$ cat config.mk
export PLATFORM = sky130hd
export DESIGN_NAME = fir_sample_capture
export DESIGN_NICKNAME = d
export VERILOG_FILES = /design/src/rtl/fir_sample_capture.sv
export SDC_FILE = /design/constraint.sdc
export NUM_CORES = 1
export LEC_CHECK = 0
export CORE_MARGIN = 5
export CORE_UTILIZATION = 40
export CTS_CLUSTER_DIAMETER = 60
export DETAILED_ROUTE_END_ITERATION = 10
export PLACE_DENSITY = 0.59
export SETUP_SLACK_MARGIN = 0.5
export SLEW_MARGIN = 5
export SYNTH_ARGS = -nofsm -noshare
export SYNTH_HDL_FRONTEND = slang
export SYNTH_SLANG_ARGS = --single-unit
$ cat constraint.sdc
create_clock -name clk -period 4.2 [get_ports clk]
set_clock_uncertainty 0.15 [all_clocks]
set_input_delay 0.42 -clock clk [delete_from_list [all_inputs] [get_ports clk]]
set_output_delay 0.42 -clock clk [all_outputs]
set_load 0.01 [all_outputs]
$ cat src/rtl/fir_sample_capture.sv
// Capture stage behind the FIR filter: drops pipeline-fill samples, then buffers settled samples in a FIFO.
// Optional build macro FIR_CAPTURE_PEAK_EN adds a running peak-magnitude tracker on peak_abs.
module fir_sample_capture #(
  parameter int DATA_W = 16,
  parameter int DEPTH  = 16,
  parameter int SETTLE = 129
) (
  input  logic                     clk,
  input  logic                     reset_n,
  input  logic                     in_valid,
  input  logic [DATA_W-1:0]        in_data,
  input  logic                     flush,
  output logic                     out_valid,
  input  logic                     out_ready,
  output logic [DATA_W-1:0]        out_data,
  output logic [$clog2(DEPTH):0]   level,
  output logic                     settled,
  output logic                     overflow,
  output logic [DATA_W-2:0]        peak_abs
);

  localparam int AW = $clog2(DEPTH);
  localparam int LW = AW + 1;
  localparam int CW = (SETTLE < 2) ? 1 : $clog2(SETTLE);
  localparam int unsigned SETTLE_LAST = (SETTLE == 0) ? 0 : SETTLE - 1;

  logic [DATA_W-1:0] mem [DEPTH];
  logic [AW-1:0]     wr_ptr;
  logic [AW-1:0]     rd_ptr;
  logic [CW-1:0]     settle_cnt;
  logic              full;
  logic              push;
  logic              pop;

  assign full      = (level == LW'(DEPTH));
  assign out_valid = (level != '0);
  assign pop       = out_valid && out_ready && !flush;
  // A full FIFO still accepts a sample when the head leaves in the same cycle.
  assign push      = in_valid && settled && !flush && (!full || pop);
  assign out_data  = out_valid ? mem[rd_ptr] : '0;

  // NOTE: sequential state uses non-blocking assignments so every register samples pre-edge values.
  always_ff @(posedge clk or negedge reset_n) begin
    if (!reset_n) begin
      wr_ptr     <= '0;
      rd_ptr     <= '0;
      level      <= '0;
      settle_cnt <= '0;
      settled    <= 1'b0;
      overflow   <= 1'b0;
    end else if (flush) begin
      wr_ptr     <= '0;
      rd_ptr     <= '0;
      level      <= '0;
      settle_cnt <= '0;
      settled    <= 1'b0;
      overflow   <= 1'b0;
    end else begin
      if (!settled) begin
        if (SETTLE == 0) begin
          settled <= 1'b1;
        end else if (in_valid) begin
          if (settle_cnt == CW'(SETTLE_LAST)) settled <= 1'b1;
          else                                 settle_cnt <= settle_cnt + CW'(1);
        end
      end
      if (in_valid && settled && full && !pop) overflow <= 1'b1;
      if (push) wr_ptr <= wr_ptr + AW'(1);
      if (pop)  rd_ptr <= rd_ptr + AW'(1);
      case ({push, pop})
        2'b10:   level <= level + LW'(1);
        2'b01:   level <= level - LW'(1);
        default: level <= level;
      endcase
    end
  end

  // NOTE: sample storage has no reset; out_data is masked by out_valid so stale contents never show.
  always_ff @(posedge clk) begin
    if (push) mem[wr_ptr] <= in_data;
  end

`ifdef FIR_CAPTURE_PEAK_EN
  logic [DATA_W-2:0] in_abs;

  // NOTE: every always_comb output gets a value on all paths to avoid an inferred latch.
  always_comb begin
    in_abs = in_data[DATA_W-2:0];
    if (in_data[DATA_W-1]) begin
      if (in_data[DATA_W-2:0] == '0) in_abs = '1;
      else                            in_abs = ~in_data[DATA_W-2:0] + (DATA_W-1)'(1);
    end
  end

  always_ff @(posedge clk or negedge reset_n) begin
    if (!reset_n)                       peak_abs <= '0;
    else if (flush)                     peak_abs <= '0;
    else if (push && in_abs > peak_abs) peak_abs <= in_abs;
  end
`else
  assign peak_abs = '0;
`endif

endmodule

==> results of run 1 <==
-- worst max-delay path, stage by stage, from the launching register on --
cell and delay [ps]:
dfrtp_1 460, nor4_2 450, nand2b_1 260, nand2b_1 130, buf_4 320, o22ai_1 230
clkdlybuf4s50_1 520
-- synth_stat cells (all sizes together) (4+ instances only) --
cell type and number:
a21oi 5, and2 12, buf 27, clkbuf 13, dfrtp 23, edfxtp 256, ha 10, inv 13
mux2 4, mux2i 37, mux4 64, nand2 11, nand2b 5, nor2 18, o21ai 7, o22ai 16
or3 4, xor2 5
-- cell families (layout without fill, tap and decap cells) --
group,Yosys count,after routing,synth area share
compound gates,46,46,0.0281
fa+ha+maj,11,11,0.0128
mux,105,105,0.164
simple gates,72,72,0.0351
other cells,1,15,0.000332
buf+inv,54,144,0.0250
xor+xnor,5,5,0.00387
flops,279,279,0.731
-- registers in the layout (all words and copies together) (netlist names) --
| signal | cells |
|---|---|
| mem | 256 |
| rd_ptr | 4 |
| settle_cnt | 8 |
| settled | 1 |
| level | 5 |
| overflow | 1 |
| wr_ptr | 4 |
-- stage by stage --
stage	instances	setup WS, ps
after floorplan	587	1400
after global placement	1001	878
after detailed placement	1001	846
after CTS	1055	543
after global routing	1055	577
final	1055	721
-- layer usage --
layer / share of wire / global-route usage / up-vias
li1: - / - / 2463
met1: 0.43 / 0.218 / 2927
met2: 0.49 / 0.251 / 149
met3: 0.064 / 0.0307 / 35
met4: 0.018 / 0.0319 / 2
met5: 0.00046 / 0 / -
-- final timing paths --
| kind | to | depth (start not counted) | from |
|---|---|---|---|
| setup / recovery | out_data[13] | 6 | level[1]$_DFFE_PN0P_ |
| hold / removal | settled$_DFF_PN0_ | 1 | reset_n |
| setup reg to reg | level[4]$_DFFE_PN0P_ | 9 | level[1]$_DFFE_PN0P_ |
| hold reg to reg | overflow$_DFFE_PN0P_ | 1 | overflow$_DFFE_PN0P_ |
| max in group asynchronous | rd_ptr[0]$_DFFE_PN0P_ | 1 | reset_n |
| min in group clk | overflow$_DFFE_PN0P_ | 1 | overflow$_DFFE_PN0P_ |
-- power groups by stage --
stage	Combinational [uW]	Clock, uW	Sequential, uW
6_report	86.0	2410	3040
3_3_place_gp	80.9	0	3100
4_1_cts	87.3	2470	3040
3_5_place_dp	87.2	0	3100
5_1_grt	96.6	2590	3040
2_1_floorplan	35.8	0	3100
-- final cells by class --
class                      instances  area, um2  area share
multi-input combinational        254       2830       0.214
clock buffer                      37        756      0.0571
sequential                       279       8270       0.625
inverter                          14       52.6     0.00397
clock inverter                    17        151      0.0114
tap                              378        473      0.0357
timing repair buffer              76        709      0.0536
==> run metrics, run 1 <==
status finished clean; RSZ-0062 raised after global routing no; Die H 178 um; Fmax about 0.29 GHz; Slew Viols, Final 0; Async SR Flop Fraction 0.0824; CTS HTree Levels 1; cts repair resizes 0; Layout area overhead 17.0%; routed wire length roughly 24000 um; CTS tree yes; Flop pwr share 0.549; Die Width 178 um; share of layout cells above drive strength 1 0.219; Synth Flop Type edfxtp_1; Tightest Pin Transition 1030 ps; Pwr Density about 420 nW/um2; GP Congestion slightly below 0.8; Root Buffer clkbuf_16; Hold WC Path Type input pin to asynchronous set/reset pin; most common cell after layout, fill and taps aside edfxtp_1; synthesized cell area 11300 um2; P_sw 1080 uW; placed inst area 12300 um2; vias per cell about 5.3; Int Power 4460 uW; worst slack on hold paths a little under 300 ps; Worst-Skew Late Latency around 540 ps; vias in the first global route 5957; period utilization 0.828; Initial Utilization 0.406; Critical Path Fanout Max 16; Remaining DRCs 0; Cell Rows between 60 and 70; Die Area 31700 um2; Starting DRT DRC Count about 350; R2R setup slack 1070 ps; most frequent cells in the layout edfxtp_1, mux4_2, clkdlybuf4s50_1; setup TNS 0 ps; minimum clock period after layout 3480 ps; MaxCap Viol Count 0; DP Wirelength 14000 um; Via Count approximately 5.6k; Net Sw Frac 0.194; CP Launch Type flip-flop; CTS Buf Count 29; Hold Fails Final Rpt 0; Port Buffers 44; Post-CTS Setup Repair Bufs 0; synthesis warning total 0; cts hold-fix bufs 0; largest area contributor in the netlist edfxtp_1; Slew headroom 0.312; Clock transition at path regs approximately 60 ps; kind of critical path flip-flop to output pin; Final nets 686; Crit. End Element output pin; grt total ovfl 0; Clk pwr share 0.436; antenna-violating nets left 0; largest cells by area after synthesis edfxtp_1, mux4_2, dfrtp_1, mux2i_1, buf_4; Layout fillers roughly 2.3k; post-route design area around 13000 um2; flops & latches, synth about 280; synthesized area per cell slightly below 20 um2; Max Root-Sink Buffers 3; Cell variety after synth approximately 50; Detailed Routing Iterations Pass 1 4; core area roughly 28000 um2; first-pass GRT wire length 36600 um; # IOs 60; P_leak approximately 0.0042 uW; Comb pwr share 0.016; number of synthesized flops with an enable pin around 260; final core utilization 0.475; WP data arrival roughly 2900 ps; synthesized instance count ~570; maximum resistive drop on vdd about 0.00031 V; total track usage 0.154; initial antenna violation count 1; ant diodes 0; largest net degree at the start of global routing between 60 and 70; Final Power roughly 5500 uW; share of the synthesized area in the top cell type 0.680; WL per Instance 22.6 um; sequential area share after synthesis 0.731; WP data required 3630 ps; Final setup viols 0; clock sink total about 280
Power figures use the tool's default switching activity.
==> run 2, diff against run 1 <==
==> constraint.sdc (replaced) <==
create_clock -name clk -period 3.3 [get_ports clk]
set_clock_uncertainty 0.15 [all_clocks]
set_input_delay 0.33 -clock clk [delete_from_list [all_inputs] [get_ports clk]]
set_output_delay 0.33 -clock clk [all_outputs]
set_load 0.01 [all_outputs]
==> run 2 against run 1 <==
Routed wire length shrank 2.1%. Via count increased by 1.6%. Hold slack worse by 75 ps. Total power grew 30%. Non-clock buffer count up 30. Die area is the same. Sequential power rose by 27%. Cell area up 4.2%. Sequential cell count is the same. Clock power grew 33%. Worst setup slack worse by 250 ps.
==> run metrics, run 2 (synthesis results as in run 1) <==
Port Buffers 44; vias in the first global route between 6k and 7k; maximum resistive drop on vdd approximately 0.00042 V; Die Width about 180 um; Comb pwr share 0.016; share of layout cells above drive strength 1 0.306; grt total ovfl 0; number of flip-flops in the largest register ~260; WL per Instance 21.6 um; Clk pwr share 0.446; Biggest register mem; # IOs 60; Hold WC Path Type input pin to asynchronous set/reset pin; Cell Rows 61; P_sw 1380 uW; largest net degree at the start of global routing 24; Crit. End Element output pin; Detailed Routing Iterations Pass 1 4; Net Sw Frac 0.192; Die H around 180 um; Multi-input gate area approximately 2900 um2; Tightest Pin Transition between 1000 and 1500 ps; CTS tree yes; MaxCap Viol Count 0; Layout fillers 2293; RR Endpoint level[3]$_DFFE_PN0P_; Initial Utilization 0.406; R2R setup slack 510 ps; status finished clean; initial antenna violation count 0; GP Congestion roughly 0.73; Starting DRT DRC Count between 300 and 400; Layout area overhead 22.0%; antenna-violating nets left 0; R2R cell count 9; vias per cell ~5.2; ant diodes 0; clock sink total 279; Final nets slightly above 700; most common cell after layout, fill and taps aside edfxtp_1; Max Root-Sink Buffers 3; Pwr Density between 500 and 600 nW/um2; setup TNS 0 ps; minimum clock period after layout ~2800 ps; Slew Viols, Final 0; Root Buffer clkbuf_16; Slew headroom 0.304; Reg-to-Reg Start level[1]$_DFFE_PN0P_; DP Wirelength between 10000 and 15000 um; dpl cells 1007; period utilization 0.858; CP Launch Type flip-flop; first-pass GRT wire length between 30000 and 40000 um; routed wire length ~23000 um; RSZ-0062 raised after global routing yes; Clock transition at path regs about 60 ps; Flop pwr share 0.538; CTS HTree Levels 1; register area ~8300 um2; Via Count between 5k and 6k; Worst-Skew Late Latency 530 ps; top flop regs mem x256, settle_cnt x8, level x5; total track usage 0.150; core area roughly 28000 um2; Critical Path Fanout Max 7; non-filler cells, final between 1k and 1.5k; Final setup viols 0; WP data arrival 2350 ps; kind of critical path flip-flop to output pin; CTS Buf Count 29; Int Power roughly 5800 uW; Hold Fails Final Rpt 0; Die Area roughly 32000 um2; Remaining DRCs 0; most frequent cells in the layout edfxtp_1, mux4_2, buf_4; Fmax between 0.3 and 0.4 GHz; WP data required about 2800 ps; P_leak ~0.0045 uW
[run 2: timing repair]
item | 4_1_cts | 5_1_grt
setup buffers | 21 | 1
pin swaps | 6 | 11
hold buffers | 0 | 0
resized for setup | 85 | 12
setup endpoints to repair | 18 | 17
gates cloned | 1 | 1
[run 2: worst max-delay path by stage]
stage                          startpoint                    to  slack [ps]
finish              rd_ptr[0]$_DFFE_PN0P_           out_data[8]         470
global route        rd_ptr[0]$_DFFE_PN0P_          out_data[11]         380
CTS                 rd_ptr[0]$_DFFE_PN0P_          out_data[11]         440
detailed placement              out_ready  level[3]$_DFFE_PN0P_         190
global placement                out_ready  level[4]$_DFFE_PN0P_         310
floorplan            level[1]$_DFFE_PN0P_  level[3]$_DFFE_PN0P_         580
[run 2: final cells by class]
cell class / instances / area share
Clock buffer: 30 / 0.0529
Clock inverter: 22 / 0.0159
Inverter: 14 / 0.00399
Multi-Input combinational cell: 254 / 0.213
Sequential cell: 279 / 0.600
Tap cell: 378 / 0.0343
Timing Repair Buffer: 106 / 0.0803
[run 2: metal layers]
layer | vias up | track usage | wire (um)
li1 | 2532 | - | -
met1 | 2942 | 0.203 | 10200
met2 | 144 | 0.249 | 11400
met3 | 46 | 0.0246 | 1000
met4 | 0 | 0.0471 | 703
met5 | - | 0 | 0
[run 2: power by group through the flow]
stage | logic (uW) | registers, uW | clock network (uW)
2_1_floorplan | 45.6 | 3940 | 0
3_3_place_gp | 105 | 3940 | 0
3_5_place_dp | 113 | 3940 | 0
4_1_cts | 117 | 3870 | 3300
5_1_grt | 130 | 3870 | 3430
6_report | 117 | 3870 | 3210
[run 2: stage by stage]
stage | cell area (um2) | util | hold slack, ps | power, uW | setup slack [ps]
global route | 13800 | 0.495 | 298 | 7430 | 378
floorplan | 11400 | - | -116 | 3990 | 582
global placement | 12500 | 0.447 | 358 | 4050 | 309
CTS | 13700 | 0.493 | 232 | 7280 | 444
detailed placement | 12500 | 0.447 | 338 | 4060 | 190
finish | 13800 | 0.495 | 218 | 7190 | 468
[run 2: worst max-delay path, cell delays in order (launching register included)]
cell     delay (ps)
dfrtp_4         500
buf_12          160
buf_16          150
buf_12          130
mux4_2          440
mux2i_1         180
o22ai_1          90
buf_2           150
==> run 3, diff against run 2 <==
--- a/config.mk
+++ b/config.mk
@@ -5,6 +5,7 @@
 export SDC_FILE = /design/constraint.sdc
 export NUM_CORES = 1
 export LEC_CHECK = 0
+export CAP_MARGIN = 40
 export CORE_MARGIN = 5
 export CORE_UTILIZATION = 40
 export CTS_CLUSTER_DIAMETER = 60
==> run 3 against run 2 <==
Worst setup slack worse by 4.4 ps. Register-to-register slack hardly changed. Sequential cell count stayed put. Via count is 1.1% higher. Hold slack worse by 180 ps. Cell count is 0.92% higher. Critical path type unchanged. Largest power group unchanged. First-iteration DRC count is 8.0% higher. Critical endpoint is now out_data[10]. Combinational power hardly changed. Routed wire length is 1.6% higher.
==> run metrics, run 3 (synthesis results as in run 1) <==
Cell Rows 61; Root Buffer clkbuf_16; Reg-to-Reg Start level[1]$_DFFE_PN0P_; Pwr Density around 510 nW/um2; GRT met2 Usage 0.249; antenna-violating nets left 0; clock sink total approximately 280; WP data arrival 2360 ps; Die Area 31700 um2; grt total ovfl 0; Tightest Pin Transition roughly 640 ps; final core utilization 0.498; Setup crit start rd_ptr[0]$_DFFE_PN0P_; R2R cell count 9; CTS tree yes; routed wire length 23700 um; Final Power slightly above 7000 uW; core area 27900 um2; share of layout cells above drive strength 1 0.316; MaxCap Viol Count 0; Fmax approximately 0.35 GHz; Biggest register mem; met1 GRT Util 0.205; WL per Instance about 22 um; Worst-Skew Late Latency roughly 540 ps; largest net degree at the start of global routing 21; placed inst area 12500 um2; ant diodes 0; Critical Path Fanout Max 8; Die Width about 180 um; Initial Utilization 0.406; first-pass GRT wire length roughly 36000 um; CP Launch Type flip-flop; WP data required roughly 2800 ps; vias in the first global route between 6k and 7k; GP Congestion 0.731; total track usage 0.150; Port Buffers 44; R2R setup slack 500 ps; vias per cell 5.24; Die H about 180 um; Remaining DRCs 0; minimum clock period after layout 2840 ps; met3 Use GR 0.0265; most frequent cells in the layout edfxtp_1, mux4_2, buf_4; Layout fillers 2269; DP Wirelength 14100 um; most common cell after layout, fill and taps aside edfxtp_1; top flop regs mem x256, settle_cnt x8, level x5; Hold WC Path Type input pin to asynchronous set/reset pin; period utilization 0.860; Starting DRT DRC Count 336; post-route design area 13900 um2; CTS HTree Levels 1; Max Root-Sink Buffers 3; RSZ-0062 raised after global routing yes; status finished clean; Slew headroom 0.573; Detailed Routing Iterations Pass 1 4; kind of critical path flip-flop to output pin; number of flip-flops in the largest register roughly 260; maximum resistive drop on vdd 0.000419 V; setup TNS 0 ps; Crit. End Element output pin; Slew Viols, Final 0; Final nets just over 700; Layout area overhead 22.6%; P_leak 0.00459 uW; initial antenna violation count 0; Final setup viols 0; # IOs 60; RR Endpoint level[3]$_DFFE_PN0P_; gr busiest metal met2; Hold Fails Final Rpt 0; Via Count approximately 5.7k; CTS Buf Count 29; Clock transition at path regs around 60 ps
## run 3: area by class of cell
type	instances	area, um2	area share
sequential	279	8280	0.597
timing repair buffer	117	1220	0.0880
multi-input combinational	254	2940	0.212
tap	378	473	0.0341
clock buffer	31	733	0.0529
clock inverter	20	168	0.0121
inverter	14	52.6	0.00379
## run 3: timing repair
action	CTS	global route
setup buffers	19	12
resized for setup	89	15
cloned	3	0
endpoints found under the setup margin	18	15
hold buffers	0	0
pin swaps	5	11
## run 3: worst max path at each step
stage	cells past startpoint	to
after floorplan	9	level[3]$_DFFE_PN0P_
after global placement	8	level[4]$_DFFE_PN0P_
after detailed placement	9	level[3]$_DFFE_PN0P_
after CTS	7	out_data[11]
after global routing	7	out_data[10]
final	7	out_data[10]
## run 3: critical path, cell delays in order (launching register included)
cell and delay (ps):
dfrtp_4 500, buf_12 160, buf_16 150, buf_4 130
mux4_2 420, mux2i_1 180, o22ai_2 110, buf_2 150
## run 3: through the flow
step / cells / hold WS, ps / setup slack [ps]
2_1_floorplan: 587 / -116 / 582
3_3_place_gp: 1007 / 358 / 309
3_5_place_dp: 1008 / 334 / 193
4_1_cts: 1081 / 46.2 / 445
5_1_grt: 1093 / 75.6 / 388
6_report: 1093 / 34.4 / 463
## run 3: routing by layer
metal / wire length [um] / vias to the layer above
met4: 741 / 0
met1: 10400 / 2968
met2: 11500 / 156
met3: 1050 / 49
li1: - / 2553
met5: 0 / -
## run 3: where the power goes
group	switching, uW	internal, uW
Combinational	80.1	38.9
Sequential	4.93	3860
Clock	1310	1760
Total	1390	5670
